`src/rtl/div_seq_pkg.sv`:
```
`default_nettype none
// ============================================================================
// Module   : div_seq_pkg
// Purpose  : Shared encodings for the EX-stage division sequencer: FSM state
//            codes, ready/start levels and the DIV/DIVU aluop codes.
// Ports    : none (package)
// Revision : 1.0 - initial release
// ============================================================================
package div_seq_pkg;

    // FSM state encodings
    localparam logic [1:0] DivFree   = 2'b00;
    localparam logic [1:0] DivByZero = 2'b01;
    localparam logic [1:0] DivOn     = 2'b10;
    localparam logic [1:0] DivEnd    = 2'b11;

    // Result-valid levels
    localparam logic DivResultReady    = 1'b1;
    localparam logic DivResultNotReady = 1'b0;

    // Start-request levels
    localparam logic DivStart = 1'b1;
    localparam logic DivStop  = 1'b0;

    // ALU operation codes served by the divider
    localparam logic [7:0] EXE_DIV_OP  = 8'b0001_1010;
    localparam logic [7:0] EXE_DIVU_OP = 8'b0001_1011;

    typedef enum logic [1:0] {
        ST_FREE   = DivFree,
        ST_BYZERO = DivByZero,
        ST_ON     = DivOn,
        ST_END    = DivEnd
    } div_state_e;

    // True when the EX aluop selects the division unit
    function automatic logic is_div_op(input logic [7:0] aluop);
        return (aluop == EXE_DIV_OP) || (aluop == EXE_DIVU_OP);
    endfunction

endpackage
`default_nettype wire

```
`src/rtl/div_seq_step.sv`:
```
`default_nettype none
// ============================================================================
// Module   : div_seq_step
// Purpose  : One restoring shift-subtract iteration. Trial-subtracts the
//            divisor from the upper window of the working register and
//            returns the next working-register value.
// Ports    : i_dividend [2W:0] current working register
//            i_divisor  [W-1:0] divisor magnitude
//            o_next     [2W:0] working register after this iteration
// Revision : 1.0 - initial release
// ============================================================================
module div_seq_step #(
    parameter int WIDTH = 32
) (
    input  logic [2*WIDTH:0]  i_dividend,
    input  logic [WIDTH-1:0]  i_divisor,
    output logic [2*WIDTH:0]  o_next
);

    logic [WIDTH:0] w_diff;

    // Extra top bit acts as the borrow: set means the trial went negative
    assign w_diff = {1'b0, i_dividend[2*WIDTH-1:WIDTH]} - {1'b0, i_divisor};

    // Either path shifts left by one; the accepted difference replaces the
    // partial remainder and a quotient 1 enters at the bottom.
    assign o_next = w_diff[WIDTH]
                  ? {i_dividend[2*WIDTH-1:0], 1'b0}
                  : {w_diff[WIDTH-1:0], i_dividend[WIDTH-1:0], 1'b1};

endmodule
`default_nettype wire

```
`src/rtl/div_seq.sv`:
```
`default_nettype none
// ============================================================================
// Module   : div_seq
// Purpose  : Multi-cycle DIV/DIVU sequencer for the EX stage. Runs WIDTH
//            restoring iterations, stalls the pipeline while busy and
//            returns {remainder, quotient} for the HI/LO write.
// Ports    : clk, rst          clock, synchronous active-high reset
//            start_i           division request, held until ready_o
//            annul_i           cancel in-flight division
//            signed_div_i      1 = DIV, 0 = DIVU
//            opdata1_i/2_i     dividend / divisor
//            result_o          {remainder, quotient}
//            ready_o           result valid
//            stallreq_o        stall request to pipeline control
// Revision : 1.0 - initial release
// ============================================================================
module div_seq
    import div_seq_pkg::*;
#(
    parameter int WIDTH = 32
) (
    input  logic                 clk,
    input  logic                 rst,
    input  logic                 start_i,
    input  logic                 annul_i,
    input  logic                 signed_div_i,
    input  logic [WIDTH-1:0]     opdata1_i,
    input  logic [WIDTH-1:0]     opdata2_i,
    output logic [2*WIDTH-1:0]   result_o,
    output logic                 ready_o,
    output logic                 stallreq_o
);

    localparam int CNT_W = $clog2(WIDTH + 1);
    localparam logic [CNT_W-1:0] c_cnt_last = CNT_W'(WIDTH);

    div_state_e          r_state_q,    w_state_d;
    logic [CNT_W-1:0]    r_cnt_q,      w_cnt_d;
    logic [2*WIDTH:0]    r_dividend_q, w_dividend_d;
    logic [WIDTH-1:0]    r_divisor_q,  w_divisor_d;
    logic                r_signed_q,   w_signed_d;
    logic                r_neg1_q,     w_neg1_d;
    logic                r_neg2_q,     w_neg2_d;
    logic [2*WIDTH-1:0]  r_result_q,   w_result_d;
    logic                r_ready_q,    w_ready_d;

    logic [2*WIDTH:0]    w_step_next;
    logic                w_op1_neg, w_op2_neg;
    logic [WIDTH-1:0]    w_op1_mag, w_op2_mag;
    logic [WIDTH-1:0]    w_quot, w_rem, w_quot_fix, w_rem_fix;

    // Operand magnitudes at acceptance; only negative signed operands flip
    assign w_op1_neg = signed_div_i & opdata1_i[WIDTH-1];
    assign w_op2_neg = signed_div_i & opdata2_i[WIDTH-1];
    assign w_op1_mag = w_op1_neg ? -opdata1_i : opdata1_i;
    assign w_op2_mag = w_op2_neg ? -opdata2_i : opdata2_i;

    // Final layout: remainder sits one bit above the quotient field
    assign w_quot     = r_dividend_q[WIDTH-1:0];
    assign w_rem      = r_dividend_q[2*WIDTH:WIDTH+1];
    assign w_quot_fix = (r_signed_q & (r_neg1_q ^ r_neg2_q)) ? -w_quot : w_quot;
    assign w_rem_fix  = (r_signed_q & r_neg1_q) ? -w_rem : w_rem;

    div_seq_step #(
        .WIDTH      (WIDTH)
    ) u_step (
        .i_dividend (r_dividend_q),
        .i_divisor  (r_divisor_q),
        .o_next     (w_step_next)
    );

    always_comb begin
        w_state_d    = r_state_q;
        w_cnt_d      = r_cnt_q;
        w_dividend_d = r_dividend_q;
        w_divisor_d  = r_divisor_q;
        w_signed_d   = r_signed_q;
        w_neg1_d     = r_neg1_q;
        w_neg2_d     = r_neg2_q;
        w_result_d   = r_result_q;
        w_ready_d    = r_ready_q;

        case (r_state_q)
            ST_FREE: begin
                w_ready_d  = DivResultNotReady;
                w_result_d = '0;
                if ((start_i == DivStart) && !annul_i) begin
                    if (opdata2_i == '0) begin
                        w_state_d = ST_BYZERO;
                    end else begin
                        w_state_d    = ST_ON;
                        w_cnt_d      = '0;
                        // Dividend enters pre-shifted so the first trial
                        // window holds its MSB.
                        w_dividend_d = {{WIDTH{1'b0}}, w_op1_mag, 1'b0};
                        w_divisor_d  = w_op2_mag;
                        w_signed_d   = signed_div_i;
                        w_neg1_d     = opdata1_i[WIDTH-1];
                        w_neg2_d     = opdata2_i[WIDTH-1];
                    end
                end
            end

            ST_BYZERO: begin
                w_result_d = '0;
                w_ready_d  = DivResultNotReady;
                w_state_d  = annul_i ? ST_FREE : ST_END;
            end

            ST_ON: begin
                if (annul_i) begin
                    w_state_d  = ST_FREE;
                    w_cnt_d    = '0;
                    w_result_d = '0;
                    w_ready_d  = DivResultNotReady;
                end else if (r_cnt_q != c_cnt_last) begin
                    w_dividend_d = w_step_next;
                    w_cnt_d      = r_cnt_q + CNT_W'(1);
                end else begin
                    w_state_d  = ST_END;
                    w_cnt_d    = '0;
                    w_result_d = {w_rem_fix, w_quot_fix};
                    w_ready_d  = DivResultReady;
                end
            end

            ST_END: begin
                if (annul_i || (start_i == DivStop)) begin
                    w_state_d  = ST_FREE;
                    w_result_d = '0;
                    w_ready_d  = DivResultNotReady;
                end else begin
                    // Divide-by-zero arrives here without ready raised yet;
                    // its zero result is published one edge later.
                    w_ready_d  = DivResultReady;
                end
            end

            default: begin
                w_state_d  = ST_FREE;
                w_cnt_d    = '0;
                w_result_d = '0;
                w_ready_d  = DivResultNotReady;
            end
        endcase
    end

    always_ff @(posedge clk) begin
        if (rst) begin
            r_state_q    <= ST_FREE;
            r_cnt_q      <= '0;
            r_dividend_q <= '0;
            r_divisor_q  <= '0;
            r_signed_q   <= 1'b0;
            r_neg1_q     <= 1'b0;
            r_neg2_q     <= 1'b0;
            r_result_q   <= '0;
            r_ready_q    <= DivResultNotReady;
        end else begin
            r_state_q    <= w_state_d;
            r_cnt_q      <= w_cnt_d;
            r_dividend_q <= w_dividend_d;
            r_divisor_q  <= w_divisor_d;
            r_signed_q   <= w_signed_d;
            r_neg1_q     <= w_neg1_d;
            r_neg2_q     <= w_neg2_d;
            r_result_q   <= w_result_d;
            r_ready_q    <= w_ready_d;
        end
    end

    assign result_o   = r_result_q;
    assign ready_o    = r_ready_q;
    assign stallreq_o = start_i & ~r_ready_q & ~annul_i;

endmodule
`default_nettype wire

```
`config.mk`:
```
export PLATFORM = sky130hd
export DESIGN_NAME = div_seq
export DESIGN_NICKNAME = d
export VERILOG_FILES = /design/src/rtl/div_seq_pkg.sv /design/src/rtl/div_seq_step.sv /design/src/rtl/div_seq.sv
export SDC_FILE = /design/constraint.sdc
export NUM_CORES = 1
export LEC_CHECK = 0
export BUFFER_PORTS_ARGS = -buffer_cell sky130_fd_sc_hd__buf_2
export CAP_MARGIN = 20
export CORE_UTILIZATION = 55
export DETAILED_ROUTE_END_ITERATION = 8
export PLACE_DENSITY = 0.76
export SLEW_MARGIN = 0
export SYNTH_ARGS = -nofsm -noshare
export SYNTH_HDL_FRONTEND = slang
export SYNTH_HIERARCHICAL = 1
export SYNTH_SLANG_ARGS = --single-unit
```
`constraint.sdc`:
```
create_clock -name clk -period 3.6 [get_ports clk]
set_input_delay 0.18 -clock clk [delete_from_list [all_inputs] [get_ports clk]]
set_output_delay 0.18 -clock clk [all_outputs]
set_load 0.02 [all_outputs]
```
# Yosys cells after proc, flatten, opt, wreduce, memory -nomap -nowiden
# Index checks and enable logic that the tools add are counted.
totals:
  wordCells: 78
  output_inout_bits: 66
  register_bits: 173
  input_bits: 69
classes:
  n_eq_ne: 10
  reduce_logical: 12
  n_addsub: 6
  muxes: 30
  n_bitwise: 11
op_table:
  columns: ["cell", "n"]
  rows:
  - ["2-to-1 mux 65 bit", 5]
  - ["2-to-1 mux 64 bit", 3]
  - ["case mux 64 bit (3 select lines)", 1]
  - ["case mux 65 bit (2 select lines)", 1]
  - ["2-to-1 mux 32 bit", 4]
  - ["negation 32 bit", 4]
  - ["subtractor 32 x 32 -> 33 bit", 1]
  - ["logical NOT 32 bit", 1]
  - ["2-to-1 mux 6 bit", 4]
  - ["2-to-1 mux 2 bit", 6]
  - ["case mux 6 bit (2 select lines)", 1]
  - ["!= test 2 bit (second input constant)", 5]
  - ["AND reduction 3 bit", 3]
  - ["case mux 2 bit (4 select lines)", 1]
  - ["adder 6 x 1 -> 6 bit (second input constant)", 1]
  - ["AND 1 bit", 6]
  - ["!= test 6 bit (second input constant)", 1]
  - ["AND reduction 5 bit", 1]
  - ["== test 2 bit (second input constant)", 2]
  - ["NOT 1 bit", 4]
  - ["2-to-1 mux 1 bit", 3]
  - ["!= test 3 bit (second input constant)", 1]
  - ["case mux 1 bit (3 select lines)", 1]
  - ["== test 2 x 1 -> 1 bit (second input constant)", 1]
  - ["8 further kinds", 8]

# Depth between registers and ports, before layout
# Gate-level depths: netlist of the first run.
depth:
  depth_word: 6
  mapped_depth: 15
  depth_no_buf: 14

# Hierarchy
# The synthesis of the first run kept the hierarchy.
modules_own_cells:
  columns: ["module", "n_inst", "area_each_um2", "seq_area_each_um2", "cells_per_inst"]
  rows:
  - ["div_seq", 1, 9253.9, 3463.3, 1154]
  - ["div_seq_step", 1, 2462.4, 0.0, 388]

# Worst setup path before layout of the first run
# OpenSTA, ideal clock, no wires.
synth_path:
  kind: "reg-to-reg"
  start: "register r_dividend_q[51]"
  end: "register r_dividend_q[44]"
  required_ns: 3.468
  setup_time_ns: 0.132
  arrival_time_ns: 2.555
  synth_period_minus_slack_ns: 2.687
  slack_ns: 0.913
  path_buffers: 2
  path_stages_with_launch: 14
  path_cell_list: "dfxtp_1 ha_1 buf_2 nand4_1 or3_1 a211oi_1 nor2_2 a31oi_2 a311oi_4 inv_2 buf_6 mux2_4 nand3_1 a21oi_1"
synth_via:
  elab_chain_len: 5
synth_lines:
  columns: ["element", "line", "source"]
  rows:
  - ["from (decl)", "div_seq.sv:39", "logic [2*WIDTH:0] r_dividend_q, w_dividend_d;"]
  - ["from (signal assigned)", "div_seq.sv:162", "r_dividend_q <= w_dividend_d;"]
  - ["subtractor 32 x 32 -> 33 bit", "div_seq_step.sv:23", "assign w_diff = {1'b0, i_dividend[2*WIDTH-1:WIDTH]} - {1'b0, i_divisor};"]
  - ["2-to-1 mux 65 bit", "div_seq_step.sv:28", "? {i_dividend[2*WIDTH-1:0], 1'b0}"]
  - ["via w_step_next[44]", "div_seq.sv:47", "logic [2*WIDTH:0] w_step_next;"]
  - ["2-to-1 mux 65 bit", "div_seq.sv:116", "end else if (r_cnt_q != c_cnt_last) begin"]
  - ["2-to-1 mux 65 bit", "div_seq.sv:111", "if (annul_i) begin"]
  - ["case mux 65 bit (2 select lines)", "div_seq.sv:83", "case (r_state_q)"]
# The timed path passes the listed nets, and every way through them passes these cells. The select of a mux whose other input is x is not followed.
# A chain may end at the register's enable or synchronous reset.

# Worst setup path after layout of the first run
layout_path:
  start: "register r_dividend_q[49]"
  end: "register r_dividend_q[35]"
# Same word-level chain as after synthesis.

==> impl_metrics.toml, run 1 <==
[synth]
synth_edf_count = 0
synth_cell_types = 80
synth_top_cell_by_area = "dfxtp_1"
synth.area.top_cells = "dfxtp_1 (30%), nand2_1 (6.8%), a21oi_1 (6.4%), xnor2_1 (6.1%), o21ai_0 (5.0%)"
syn-num-nets = 1653
netlist_instances = 1542
synth-main-ff-cell = "dfxtp_1"
postSynthAreaPerCell_um2 = 7.598
netlist_area_mm2 = 0.01172
ys_warn_count = 6
async_reset_ff_share_pct = 0
ys_seq_elements = 173
yosysTopAreaCellShare_pct = 29.56
yosysSeqAreaShare_pct = 29.56

[worst_setup_path]
cp_common_cell = "a21oi_1"
cpPeakStageDelay_ns = 0.46
worstPathArrival_ns = 3.61
r2r_slack_ns = 0.35
critPathRequiredTime_ns = 3.95
critical_path_peak_fanout = 15
cp-start-kind = "flop"
worst_path_max_delay_cell = "ha_1"
crit_chain = "ha_1 > nand4_1 > or3_1 > a211oi_1 > nor2_2 > a31oi_2 > a311oi_4 > inv_2 > buf_4 > nor2_1 > a21oi_1 > nand3_1 > a21oi_1"
crit_path_end_kind = "flop"
crit_type = "flop to flop"

[drt]
routed-wl-met2_um = 13460
drtIter0Drc = 955
ant_nets = 0
vias = 11300
dr.pass1.iters = 7
wl_per_cell_um = 16.48
vias_per_cell = 5.966
top_layer_used = "met4"
wl_met3_um = 2329
wl_met1_um = 15000
drc_errors = 0
totalWireLength_um = 31220

[die]
die_y_um = 148.0
start_util_pct = 55.91
die-area_mm2 = 0.02189
fp.dieW_um = 148.0
fp.coreArea_mm2 = 0.02096
rows = 53
ios = 135

[placed_design]
place.gp.congestion = 0.9521
post_dp_cell_area_mm2 = 0.01229
portBuffers = 134
dp.final_hpwl_um = 22790

[timing]
clock.fmax_ghz = 0.3075
period_share_pct = 90.35
finalHoldViolCount = 0
rsz0062_at_grt = "no"
hold_slack_ns = 0.02246
slew_viol_final = 0
worstMarginPinSlew_ns = 1.031
tns_ns = 0
slew_headroom_pct = 31.26
final.min_clock_period_ns = 3.253
setup_violations = 0
final.setup_skew_ns = 0.01030

[finish]
n_fill_cell = 1939
nets = 1717
drive_gt1_share_pct = 15.38
final_common_cell = "nand2_1"
n_antenna_cell = 0
fin_area_mm2 = 0.01291
multi_input_area_mm2 = 0.007358
seq_area_mm2 = 0.003463
layout.cells.most_common_list = "nand2_1 (211), dfxtp_1 (173), a21oi_1 (148)"
synthToLayoutAreaGrowth_pct = 10.23

[power_and_ir_drop]
leakagePower_nw = 4.947
vdd_drop_max_uv = 358.7
power_density_mw_per_mm2 = 553.0

[job]
maxCapViolCount = 0

[global_route]
grt_max_degree = 82
grt-ovfl-total = 0
grt_pass1_vias = 10010
grt_pass1_wl_um = 50450
antenna_found_initial = 0
grt_usage_pct = 28.46

[clock_tree]
cts_root_buf = "clkbuf_16"
clock_sinks = 173
clk_latency_ns = 0.44
cts_made_buffers = 17
htree_num_levels = 4
clkSlewWorstSetupHoldPaths_ns = 0.08
cts_resized = 0
cts_tree = "yes"
clock_path_buffers = 2

[run_status]
status = "completed"

[worst_hold_path]
worstHoldPathType = "primary input to flop"
[critical path, delay by kind of cell, from the launching register on]
kind            cells  cell delay, ns
compound gates      5            0.97
fa+ha+maj           1            0.46
buf+inv             2            0.47
flops               1            0.39
simple gates        5            0.89
[registers in the layout, indices dropped and copies added (netlist names)]
register	flops
r_dividend_q	65
result_o	64
r_divisor_q	32
r_cnt_q	6
r_state_q	2
r_neg1_q	1
r_neg2_q	1
r_signed_q	1
ready_o	1
[where the power goes]
| part | switching (mW) | internal (mW) | total (mW) |
|---|---|---|---|
| logic | 1.84 | 1.04 | 2.88 |
| registers | 0.261 | 2.11 | 2.38 |
| clock network | 0.936 | 0.952 | 1.89 |
[through the flow]
step                cells  total power, mW  util (%)  setup slack [ns]
floorplan            1542            4.725         -            0.9129
global placement     1861            5.155     58.63            0.6123
detailed placement   1861            5.214     58.63            0.4519
CTS                  1894            7.091     61.63            0.3931
global route         1894            7.550     61.63            0.1233
finish               1894            7.142     61.63            0.3475
[cell usage after synthesis (all sizes together) (21+ instances only)]
cell,n
o21ai,119
inv,60
dfxtp,173
xor2,58
nor3,36
buf,63
o211ai,27
a21oi,176
nand2,211
nor2,120
nand3,49
xnor2,81
ha,41
nand2b,24
o31ai,26
a211oi,21
clkbuf,55
[logic make-up after synthesis]
group	after synthesis	share of synthesized area, %
buf+inv	178	7.903
flops	173	29.56
fa+ha+maj	42	4.549
xor+xnor	139	10.39
mux	8	0.7475
compound gates	473	25.83
simple gates	529	21.02
[cell type report]
class	count	share of cell area (%)
Clock buffer	17	3.294
Sequential cell	173	26.82
Multi-Input combinational cell	1191	56.98
Tap cell	275	2.664
Clock inverter	15	1.492
Inverter	60	1.744
Timing Repair Buffer	163	7.014
[routing by layer]
metal  vias to the layer above  track usage [%]
met5                         -                0
met4                         0            8.660
met3                        38            4.167
met2                       426            42.05
met1                      5263            42.24
li1                       5572                -
[worst paths after layout]
check / from / to / cells past startpoint
worst max-delay path: r_dividend_q[49] / r_dividend_q[35] / 13
worst min-delay path: opdata2_i[31] / r_neg2_q / 3
worst max register to register: r_dividend_q[49] / r_dividend_q[35] / 13
worst min register to register: result_o[45] / result_o[45] / 2
[what timing repair did]
| action | 4_1_cts | 5_1_grt |
|---|---|---|
| buffers inserted | 0 | 0 |
| endpoints found under the hold margin | 1 | 0 |
| hold buffers | 1 | 0 |
| endpoints found under the setup margin | 0 | 0 |
(Power assumes the default switching activity.)
==> inputs of run 2 (changes only) <==
- CORE_MARGIN: unset -> 2
==> run 2 against run 1 <==
Against the previous run:
- non-clock buffer count shrank 2
- sequential share of layout area about the same
- design area barely moved
- combinational power about the same
- die area increased by 2.7%
- largest cell class unchanged
- via count increased by 0.15%
==> impl_metrics.toml, run 2 (synthesis gave the netlist of run 1 again) <==
[timing]
period_share_pct = 90.25
slew_headroom_pct = 28.35
rsz0062_at_grt = "no"
tns_ns = 0
hold_slack_ns = 0.02557
final.setup_skew_ns = 0.01322
fin_ws_ns = 0.3511
finalHoldViolCount = 0
final.min_clock_period_ns = 3.249
slew_viol_final = 0
clock.fmax_ghz = 0.3078
worstMarginPinSlew_ns = 1.075
setup_violations = 0

[clock_tree]
clk_latency_ns = 0.44
clock_sinks = 173
cts_root_buf = "clkbuf_16"
cts_tree = "yes"
htree_num_levels = 4
clkSlewWorstSetupHoldPaths_ns = 0.08
post_cts_buffers = 0
clock_path_buffers = 2
cts_made_buffers = 17

[die]
ios = 135
die-area_mm2 = 0.02249
die_y_um = 150.0
start_util_pct = 55.91
fp.coreArea_mm2 = 0.02096
fp.dieW_um = 150.0
rows = 53

[worst_setup_path]
worstPathArrival_ns = 3.60
reg2reg_depth = 13
timing.rr.start = "r_dividend_q[49]"
crit_chain = "ha_1 > nand4_1 > or3_1 > a211oi_1 > nor2_2 > a31oi_2 > a311oi_4 > inv_2 > buf_4 > nor2_1 > a21oi_1 > nand3_1 > a21oi_1"
worst_path_max_delay_cell = "ha_1"
crit_path_end_kind = "flop"
critPathRequiredTime_ns = 3.95
critical_path_peak_fanout = 18
cpPeakStageDelay_ns = 0.46
cp_common_cell = "a21oi_1"
crit_type = "flop to flop"
cp-start-kind = "flop"
crit_start = "r_dividend_q[49]"

[run_status]
status = "completed"

[global_route]
grt-ovfl-total = 0
grt_max_degree = 91
antenna_found_initial = 0
grt_pass1_wl_um = 49580
grt_usage_pct = 27.20
grt_pass1_vias = 9766

[finish]
synthToLayoutAreaGrowth_pct = 10.25
post-route-util_pct = 61.64
multi_input_area_mm2 = 0.007358
final_cells = 1892
layout.cells.most_common_list = "nand2_1 (211), dfxtp_1 (173), a21oi_1 (148)"
largest_reg_flops = 65
nets = 1715
drive_gt1_share_pct = 15.28
seq_area_mm2 = 0.003463
final_common_cell = "nand2_1"
n_fill_cell = 1926
n_antenna_cell = 0
regMostFlops = "r_dividend_q"

[drt]
dr.pass1.iters = 6
totalWireLength_um = 31310
drc_errors = 0
ant_nets = 0
vias_per_cell = 5.981
wl_per_cell_um = 16.55
drtIter0Drc = 1033
vias = 11320

[power_and_ir_drop]
power_frac_comb_pct = 39.9
p_switching_mw = 3.020
swShare_pct = 42.02
pwr-share-seq_pct = 33.0
p_clk_share_pct = 27.1
power_density_mw_per_mm2 = 556.4
leakagePower_nw = 4.947
intPower_mw = 4.167
vdd_drop_max_uv = 442.4

[worst_hold_path]
hold_path_depth = 3
worstHoldPathType = "primary input to flop"
worstHoldStart = "opdata2_i[31]"

[placed_design]
place.gp.congestion = 0.9237
portBuffers = 134
dp.final_hpwl_um = 22590
dp_cells = 1859
dp_slack_ns = 0.4497

[job]
maxCapViolCount = 0
[run 2: changes by cell type in the layout (fill, tap and decap cells not counted), sizes merged]
| cell | previous run | this run |
|---|---|---|
| buf | 162 | 160 |
| bufinv | 0 | 1 |
| clkinvlp | 1 | 0 |
[run 2: path summary, 6_finish.rpt]
path | endpoint | slack (ns)
max | r_dividend_q[45] | 0.35
min | r_neg2_q | 0.03
max reg2reg | r_dividend_q[45] | 0.35
min reg2reg | result_o[23] | 0.45
[run 2: timing repair]
action | 4_1_cts | 5_1_grt
endpoints found under the hold margin | 1 | 0
hold buffers | 1 | 0
gates resized for setup | 0 | 0
[run 2: power groups by stage]
stage,Clock (mW),Combinational [mW],Sequential [mW]
floorplan,0,2.41,2.32
global placement,0,2.74,2.39
detailed placement,0,2.80,2.40
CTS,1.97,2.82,2.36
global route,2.03,3.16,2.40
finish,1.95,2.87,2.37
[run 2: per-layer routing]
| metal | global-route usage [%] | vias up | share of wire [%] | routed length, um |
|---|---|---|---|---|
| met1 | 40.75 | 5258 | 48 | 14910 |
| li1 | - | 5578 | - | - |
| met2 | 40.48 | 440 | 42 | 13300 |
| met3 | 4.146 | 40 | 8.6 | 2685 |
| met5 | 0 | - | 0 | 0 |
| met4 | 7.028 | 0 | 1.3 | 420 |
[run 2: cell type report]
class | instances | share of cell area, %
clock buffers | 17 | 3.293
inverters | 60 | 1.744
well taps | 275 | 2.664
repair buffers | 161 | 6.897
clock inverters | 15 | 1.627
multi-input cells | 1191 | 56.96
flip-flops and latches | 173 | 26.81
[run 2: per-stage QoR]
step           power (mW)  area (um^2)
2_1_floorplan       4.725        11720
3_3_place_gp        5.135        12270
3_5_place_dp        5.200        12270
4_1_cts             7.147        12920
5_1_grt             7.594        12920
6_report            7.187        12920
[run 2: worst max-delay path: cells and delay by family, from the launching register on]
family	cells	cell delay (ns)
compound gates	5	0.91
buf+inv	2	0.53
flops	1	0.38
fa+ha+maj	1	0.46
simple gates	5	0.87
